### config.mk
export PLATFORM = sky130hd
export DESIGN_NAME = dllp_ack_nak_rx
export DESIGN_NICKNAME = d
export VERILOG_FILES = /design/src/rtl/dllp_ack_nak_rx.sv
export SDC_FILE = /design/constraint.sdc
export NUM_CORES = 1
export LEC_CHECK = 0
export BUFFER_PORTS_ARGS = -buffer_cell sky130_fd_sc_hd__buf_2
export CORE_ASPECT_RATIO = 0.7
export CORE_UTILIZATION = 40
export CTS_BUF_LIST = sky130_fd_sc_hd__clkbuf_16
export DETAILED_ROUTE_END_ITERATION = 6
export PLACE_DENSITY = 0.63
export SYNTH_ARGS = -nofsm -noshare
export SYNTH_HDL_FRONTEND = slang
export SYNTH_SLANG_ARGS = --single-unit
### constraint.sdc
create_clock -name clk_i -period 5.1 [get_ports clk_i]
set_clock_uncertainty 0.1 [all_clocks]
set_input_delay 0.51 -clock clk_i [delete_from_list [all_inputs] [get_ports clk_i]]
set_output_delay 0.51 -clock clk_i [all_outputs]
set_load 0.05 [all_outputs]
### src/rtl/dllp_ack_nak_rx.sv
// Receive-side Ack/Nak DLLP parser feeding retry_management: frames 2-beat DLLPs,
// validates the sequence number against AckD_SEQ / NEXT_TRANSMIT_SEQ. Optional CRC-16 check: DLLP_CRC_CHECK_EN.
module dllp_ack_nak_rx #(
   parameter int         DATA_WIDTH    = 32,
   parameter int         SEQ_WIDTH     = 12,
   parameter int         ERR_CNT_WIDTH = 8,
   parameter logic [7:0] ACK_TYPE      = 8'h00,
   parameter logic [7:0] NAK_TYPE      = 8'h10
) (
   input  logic                     clk_i,
   input  logic                     rst_i,
   input  logic [DATA_WIDTH-1:0]    s_axis_tdata_i,
   input  logic [3:0]               s_axis_tkeep_i,
   input  logic                     s_axis_tvalid_i,
   input  logic                     s_axis_tlast_i,
   output logic                     s_axis_tready_o,
   input  logic [SEQ_WIDTH-1:0]     next_tx_seq_i,
   output logic                     ack_nack_o,
   output logic                     ack_nack_vld_o,
   output logic [SEQ_WIDTH-1:0]     ack_seq_num_o,
   output logic [SEQ_WIDTH-1:0]     ackd_seq_o,
   output logic                     dup_ack_o,
   output logic                     protocol_err_o,
   output logic                     malformed_o,
   output logic                     crc_err_o,
   output logic [ERR_CNT_WIDTH-1:0] err_cnt_o
);

   typedef enum logic [1:0] {IDLE, WAIT_CRC, DRAIN} state_e;

   state_e                   state_q, state_d;
   logic [7:0]               type_q, type_d;
   logic [SEQ_WIDTH-1:0]     seq_q, seq_d;
   logic                     ack_nack_q, ack_nack_d;
   logic                     vld_q, vld_d;
   logic [SEQ_WIDTH-1:0]     ack_seq_num_q, ack_seq_num_d;
   logic [SEQ_WIDTH-1:0]     ackd_q, ackd_d;
   logic                     dup_q, dup_d;
   logic                     perr_q, perr_d;
   logic                     mal_q, mal_d;
   logic                     crc_err_d;
   logic [ERR_CNT_WIDTH-1:0] err_cnt_q, err_cnt_d;
   logic                     done, crc_ok, in_range;
   logic [SEQ_WIDTH-1:0]     d_tx, d_ack;
   logic [SEQ_WIDTH-1:0]     beat_seq;
   logic                     unused_bits;

   assign beat_seq    = SEQ_WIDTH'({s_axis_tdata_i[19:16], s_axis_tdata_i[31:24]});
   assign unused_bits = ^s_axis_tdata_i;

   // Both distances must fall in the lower half of the sequence space (mod 2^SEQ_WIDTH).
   assign d_tx     = next_tx_seq_i - SEQ_WIDTH'(1) - seq_q;
   assign d_ack    = seq_q - ackd_q;
   assign in_range = !d_tx[SEQ_WIDTH-1] && !d_ack[SEQ_WIDTH-1];

`ifdef DLLP_CRC_CHECK_EN
   logic [15:0] crc_exp_q, crc_exp_d;
   logic        crc_err_q;

   // Serial CRC-16 (0x100B), bytes fed LSB-first, complemented, bit-reversed per output byte.
   function automatic logic [15:0] dllp_crc(input logic [31:0] d);
      logic [15:0] c;
      logic [15:0] r;
      logic        fb;
      c = 16'hFFFF;
      for (int i = 0; i < 32; i++) begin
         fb = c[15] ^ d[i];
         c  = {c[14:0], 1'b0};
         if (fb) c = c ^ 16'h100B;
      end
      c = ~c;
      for (int i = 0; i < 8; i++) begin
         r[i]   = c[15-i];
         r[8+i] = c[7-i];
      end
      return r;
   endfunction

   assign crc_ok    = (s_axis_tdata_i[15:0] == crc_exp_q);
   assign crc_err_o = crc_err_q;
`else
   assign crc_ok    = 1'b1;
   assign crc_err_o = 1'b0;
`endif

   always_comb begin
      state_d       = state_q;
      type_d        = type_q;
      seq_d         = seq_q;
      ack_nack_d    = ack_nack_q;
      ack_seq_num_d = ack_seq_num_q;
      ackd_d        = ackd_q;
      err_cnt_d     = err_cnt_q;
      vld_d         = 1'b0;
      dup_d         = 1'b0;
      perr_d        = 1'b0;
      mal_d         = 1'b0;
      crc_err_d     = 1'b0;
      done          = 1'b0;
`ifdef DLLP_CRC_CHECK_EN
      crc_exp_d     = crc_exp_q;
`endif
      if (s_axis_tvalid_i) begin
         case (state_q)
            IDLE: begin
               if (s_axis_tlast_i) begin
                  mal_d = 1'b1;
               end else if (s_axis_tkeep_i != 4'hF) begin
                  mal_d   = 1'b1;
                  state_d = DRAIN;
               end else begin
                  type_d  = s_axis_tdata_i[7:0];
                  seq_d   = beat_seq;
                  state_d = WAIT_CRC;
`ifdef DLLP_CRC_CHECK_EN
                  crc_exp_d = dllp_crc(s_axis_tdata_i[31:0]);
`endif
               end
            end
            WAIT_CRC: begin
               if (s_axis_tlast_i) begin
                  state_d = IDLE;
                  if (s_axis_tkeep_i == 4'h3) done = 1'b1;
                  else                        mal_d = 1'b1;
               end else begin
                  mal_d   = 1'b1;
                  state_d = DRAIN;
               end
            end
            DRAIN: begin
               if (s_axis_tlast_i) state_d = IDLE;
            end
            default: state_d = IDLE;
         endcase
      end

      // A failed CRC drops the frame before type and sequence checks.
      if (done) begin
         if (!crc_ok) begin
            crc_err_d = 1'b1;
         end else if (type_q == ACK_TYPE || type_q == NAK_TYPE) begin
            if (!in_range) begin
               perr_d = 1'b1;
            end else if (type_q == ACK_TYPE && seq_q == ackd_q) begin
               dup_d = 1'b1;
            end else begin
               vld_d         = 1'b1;
               ack_nack_d    = (type_q == ACK_TYPE);
               ack_seq_num_d = seq_q;
               ackd_d        = seq_q;
            end
         end
      end

      if ((perr_d || mal_d || crc_err_d) && !(&err_cnt_q))
         err_cnt_d = err_cnt_q + ERR_CNT_WIDTH'(1);
   end

   always_ff @(posedge clk_i) begin
      if (rst_i) begin
         state_q       <= IDLE;
         type_q        <= '0;
         seq_q         <= '0;
         ack_nack_q    <= 1'b0;
         vld_q         <= 1'b0;
         ack_seq_num_q <= '0;
         ackd_q        <= '1;
         dup_q         <= 1'b0;
         perr_q        <= 1'b0;
         mal_q         <= 1'b0;
         err_cnt_q     <= '0;
`ifdef DLLP_CRC_CHECK_EN
         crc_exp_q     <= '0;
         crc_err_q     <= 1'b0;
`endif
      end else begin
         state_q       <= state_d;
         type_q        <= type_d;
         seq_q         <= seq_d;
         ack_nack_q    <= ack_nack_d;
         vld_q         <= vld_d;
         ack_seq_num_q <= ack_seq_num_d;
         ackd_q        <= ackd_d;
         dup_q         <= dup_d;
         perr_q        <= perr_d;
         mal_q         <= mal_d;
         err_cnt_q     <= err_cnt_d;
`ifdef DLLP_CRC_CHECK_EN
         crc_exp_q     <= crc_exp_d;
         crc_err_q     <= crc_err_d;
`endif
      end
   end

   assign s_axis_tready_o = ~rst_i;
   assign ack_nack_o      = ack_nack_q;
   assign ack_nack_vld_o  = vld_q;
   assign ack_seq_num_o   = ack_seq_num_q;
   assign ackd_seq_o      = ackd_q;
   assign dup_ack_o       = dup_q;
   assign protocol_err_o  = perr_q;
   assign malformed_o     = mal_q;
   assign err_cnt_o       = err_cnt_q;

endmodule

# Yosys cells after proc, flatten, opt, wreduce, memory -nomap -nowiden

Cells that the tools add are included.
W data, S select, Z words.

Register bits after elaboration: 59
Bits of input ports: 52
Output and inout port bits: 39
Word-level logic and storage cells: 65

Add/sub/neg operators: 4
Eq/ne operators: 8
Mux-type cells: 20
Bitwise logic cells: 7
Reduce and logical (&&, ||, !) cells: 15

Operators by type and width:

| kind                    | count |
|---|---|
| $sub A12 B12 Y12        | 2 |
| $mux W1                 | 14 |
| $eq A12 B12 Y1          | 1 |
| $sub A12 B1 Y12 const B | 1 |
| $add A8 B1 Y8 const B   | 1 |
| $eq A8 B5 Y1 const B    | 1 |
| $logic_not A8 Y1        | 1 |
| $mux W2                 | 4 |
| $reduce_and A4 Y1       | 2 |
| $reduce_and A8 Y1       | 1 |
| $not A1 Y1              | 7 |
| $pmux W2 S3             | 1 |
| $eq A4 B2 Y1 const B    | 1 |
| $ne A2 B2 Y1 const B    | 2 |
| $ne A4 B4 Y1 const B    | 1 |
| $reduce_or A4 Y1        | 1 |
| $logic_and A1 B1 Y1     | 3 |
| $logic_not A1 Y1        | 3 |
| $reduce_and A3 Y1       | 1 |
| $eq A2 B1 Y1 const B    | 1 |
| $eq A2 B2 Y1 const B    | 1 |
| $logic_not A2 Y1        | 1 |
| $logic_or A1 B1 Y1      | 2 |
| $pmux W1 S2             | 1 |

# Depth between registers and ports, before layout

Depth after elaboration: 9
Gate-level depth with buffers: 12
Gate-level depth less buffers: 10

# Worst setup path before layout

No wires, ideal clock.

Path type: flip-flop to flip-flop
From: register ackd_q[4] (netlist: ackd_seq_o[4])
To: register ackd_q[0] (netlist: ackd_seq_o[0])
Setup time: 128 ps
Data arrival time: 3044 ps
Data required time: 4872 ps
Slack: 1828 ps
Cell stages (with the launch flop): 13
Buffers on the path: 2
Period minus slack after synthesis: 3272 ps
Path through: dfxtp_1 inv_1 ha_1 a211oi_1 nor2_1 o31a_1 or3b_2 a21oi_1 nand3b_1 buf_2 buf_1 a21oi_1 o21ai_0

Word-level cells in the longest chain between the ends: 4
Elaborated cells between the ends (all ways): 7
Classes of those cells: add/sub (1); eq/ne (1); bitwise (1); reduce/logical (4)

RTL lines:

| what                                                           | line    | RTL |
|---|---|---|
| start, declared                                                | 37      | `logic [SEQ_WIDTH-1:0] ackd_q, ackd_d;` |
| start signal, assigned                                         | 183     | `ackd_q <= ackd_d;` |
| $sub A12 B12 Y12 / $eq A12 B12 Y1 (equally long branches)      | 53, 144 |  |
| $logic_not A1 Y1 / $logic_and A1 B1 Y1 (equally long branches) | 54, 144 |  |
| $logic_and A1 B1 Y1 / $not A1 Y1 (equally long branches)       | n/a     |  |
| $reduce_and A4 Y1 (no line) (*)                                | n/a     |  |

Mark *: on every way between the ends. The rest lies on a longest branch, timed or not.
A chain may end at the register's enable or synchronous reset.

# Worst setup path after layout

From: register seq_q[2]
To: register ack_seq_num_q[6] (netlist: ack_seq_num_o[6])

Word-level cells in the longest chain between the ends: 4
Elaborated cells between the ends (all ways): 9
Classes of those cells: add/sub (2); eq/ne (1); bitwise (1); reduce/logical (5)

RTL lines:

| what                                                           | line    | RTL |
|---|---|---|
| start, declared                                                | 33      | `logic [SEQ_WIDTH-1:0] seq_q, seq_d;` |
| start signal, assigned                                         | 179     | `seq_q <= seq_d;` |
| $sub A12 B12 Y12, or another cell as far along                 | 52      | `assign d_tx = next_tx_seq_i - SEQ_WIDTH'(1) - seq_q;` |
| $logic_not A1 Y1 / $logic_and A1 B1 Y1 (equally long branches) | 54, 144 |  |
| $logic_and A1 B1 Y1 / $not A1 Y1 (equally long branches)       | n/a     |  |
| $reduce_and A4 Y1 (no line) (*)                                | n/a     |  |
| end signal, assigned                                           | 182     | `ack_seq_num_q <= ack_seq_num_d;` |
| end, declared                                                  | 36      | `logic [SEQ_WIDTH-1:0] ack_seq_num_q, ack_seq_num_d;` |

Marks and branches as above.

==> flow_summary.ini <==
[yosys]
avgSynthCellArea_sq_um = 8.24
yosysMostFrequentCell = dfxtp_1
ys_ff_latch = 59
synthCells = 342
synth_top_family_by_area = simple AND/OR/NAND/NOR gates
synth_area_sq_um = 2820
async_flop_share = 0
yosysTopAreaCellShare = 0.419
synthMuxAreaShare = 0.0502
synth.area.top_cells = dfxtp_1 (42%), ha_1 (9.8%), a21oi_1 (8.5%)
synthTopCellsByCount = dfxtp_1 (59), nand2_1 (53), a21oi_1 (48)
yosysUniqueCellTypes = 41
yosys.area_share.simple = 0.195
synth_seq_area_share = 0.419
synthXorXnorAreaFrac = 0.0124
synth_area_leader_cell = dfxtp_1
synthFlopType = dfxtp_1
synthAdderAreaFrac = 0.0977
synth-edff-count = 0
ys_warn_count = 0
syn_nets = 416
synth_compound_area_frac = 0.163

[drt]
drc = 0
drt_iter0_drc = 102
avgRoutedWirePerCell_um = 12.9
final_antenna_net_count = 0
drt-pass1-iter-count = 4
wl_um = 6620
via_per_inst = 4.87
vias = 2492

[min_path]
whs_endpoint = seq_q[11]
worstHoldStart = s_axis_tdata_i[19]
whs_path_depth = 3
hold_path_class = in2reg

[cells_and_area]
antenna_cells = 0
fin_cells = 512
fin_nets = 489
area_delta_synth_final_pct = 24.6
final_area_sq_um = 3510
drive_gt1_frac = 0.237

[die]
die_h_um = 72.2
core-area_sq_um = 6790
start_util = 0.415
die_w_um = 102
io_pins = 91
row_count = 25
die_area_sq_um = 7390

[sta]
finalHoldViolations = 0
max_freq_mhz = 312
tightestPinTransition_ns = 1.17
min_period_over_period = 0.628
slew_headroom = 0.217
setup_viol = 0
maxSlewViolCount = 0
fin_tns_setup_ns = 0
grt_setup_unrepaired = no
finalCriticalPeriod_ns = 3.20

[global_route]
antenna_found_initial = 0
grt_max_degree = 59
grt_overflow_total = 0
grt_usage = 0.193
grt_pass1_vias = 2161
grt_pass1_wl_um = 10600

[critical_path]
start_kind = flop
r2r-start = seq_q[2]
reg2reg_setup_slack_ns = 1.90
worst_setup_path_end_kind = flop
required_ns = 5.17
critPathMaxFanout = 36
worst_r2r_path_depth = 11
cp.arrival_ns = 3.27
crit_type = reg2reg
rr_endpoint = ack_seq_num_o[6]

[clocking]
clk_pin_slew_ns = 0.05
clock_sinks = 59
cts_max_level = 3
cts_tree = yes
root_buffer = clkbuf_16
worstSkewPairLatency_ns = 0.32
postCtsSetupRepairBufs = 0
cts_buffers = 9
post_cts_resize_count = 0
clockBufferDepth = 2
ctsHoldBuffers = 0

[placement]
dp_hpwl_um = 4850
placed_area_sq_um = 3260
placed_cells = 498
gp_congestion = 0.759
port_buffers = 77

[job]
drv_cap = 0

[power]
power.leakage_nw = 1.65
vdd_drop_max_v = 0.000147
p_total_mw = 1.05
power.density_nw_per_um2 = 299

[outcome]
status = finished clean
## cell usage in the layout (no fill, tap or decap), types with 3 or more instances in the layout
cell type   n
dfxtp_1    59
nand3_1     6
buf_2      77
a21oi_1    48
nand2b_1    5
nor2_1     28
mux2i_1    13
clkbuf_16   9
nand2_1    53
inv_1      29
nor3_1      3
ha_1       22
nand4_1     3
nand3b_1    3
o21ai_0    20
or3_1       5
## kinds of logic (layout without fill, tap and decap cells)
group,count (synthesis),after routing
mux,14,14
buf+inv,43,119
simple gates,117,117
compound gates,82,82
flops,59,59
other cells,1,1
xor+xnor,4,4
fa+ha+maj,22,22
## layer usage
layer,part of all wire,vias to the layer above,wire length [um],global-route usage
met5,0,-,0,0
met4,0.013,0,84,0.0651
met3,0.076,14,505,0.0713
met2,0.41,71,2720,0.266
met1,0.50,1098,3310,0.275
li1,-,1309,-,-
## report_power, final
group,internal (mW),switching (mW),leakage (nW)
Sequential,0.466,0.00352,0.476
Clock,0.316,0.194,0.130
Combinational,0.0261,0.0446,1.04
Total,0.808,0.242,1.65
## critical path: stages (launching register included)
cell	delay, ns
dfxtp_1	0.41
inv_1	0.08
ha_1	0.29
a21oi_1	0.22
a2111oi_0	0.14
a211oi_1	0.52
xnor2_1	0.15
a21oi_1	0.37
nand3b_1	0.19
buf_4	0.29
mux2i_1	0.21
nor2_1	0.06
## per-stage QoR
stage | hold WS, ns | setup slack [ns] | utilization
final | 0.323 | 1.90 | 0.517
after global routing | 0.319 | 1.51 | 0.517
after CTS | 0.315 | 1.90 | 0.517
after detailed placement | 0.350 | 1.82 | 0.480
after global placement | 0.344 | 1.82 | 0.480
after floorplan | 0.336 | 1.83 | -
## layout make-up
cell class / count / area [sq um]
clock inverter: 5 / 25.0
multi-input combinational: 240 / 1470
clock buffer: 9 / 225
sequential: 59 / 1180
timing repair buffer: 78 / 393
fill: 652 / 3280
tap: 94 / 118
inverter: 27 / 101
## sequential cells by signal, indices dropped and copies added (netlist names)
| name | count |
|---|---|
| malformed_o | 1 |
| ack_seq_num_o | 12 |
| ackd_seq_o | 12 |
| seq_q | 12 |
| dup_ack_o | 1 |
| ack_nack_o | 1 |
| ack_nack_vld_o | 1 |
| state_q | 2 |
| type_q | 8 |
| err_cnt_o | 8 |
| protocol_err_o | 1 |
## worst max-delay path by stage
stage | startpoint | cells past startpoint | endpoint
after CTS | seq_q[2] | 11 | ack_seq_num_o[6]
after global placement | next_tx_seq_i[2] | 11 | ackd_seq_o[10]
after detailed placement | next_tx_seq_i[2] | 11 | ackd_seq_o[1]
final | seq_q[2] | 11 | ack_seq_num_o[6]
after global routing | seq_q[2] | 11 | ack_seq_num_o[6]
after floorplan | ackd_seq_o[4] | 12 | ackd_seq_o[0]
Note: power is estimated with default switching activity, not from simulation.
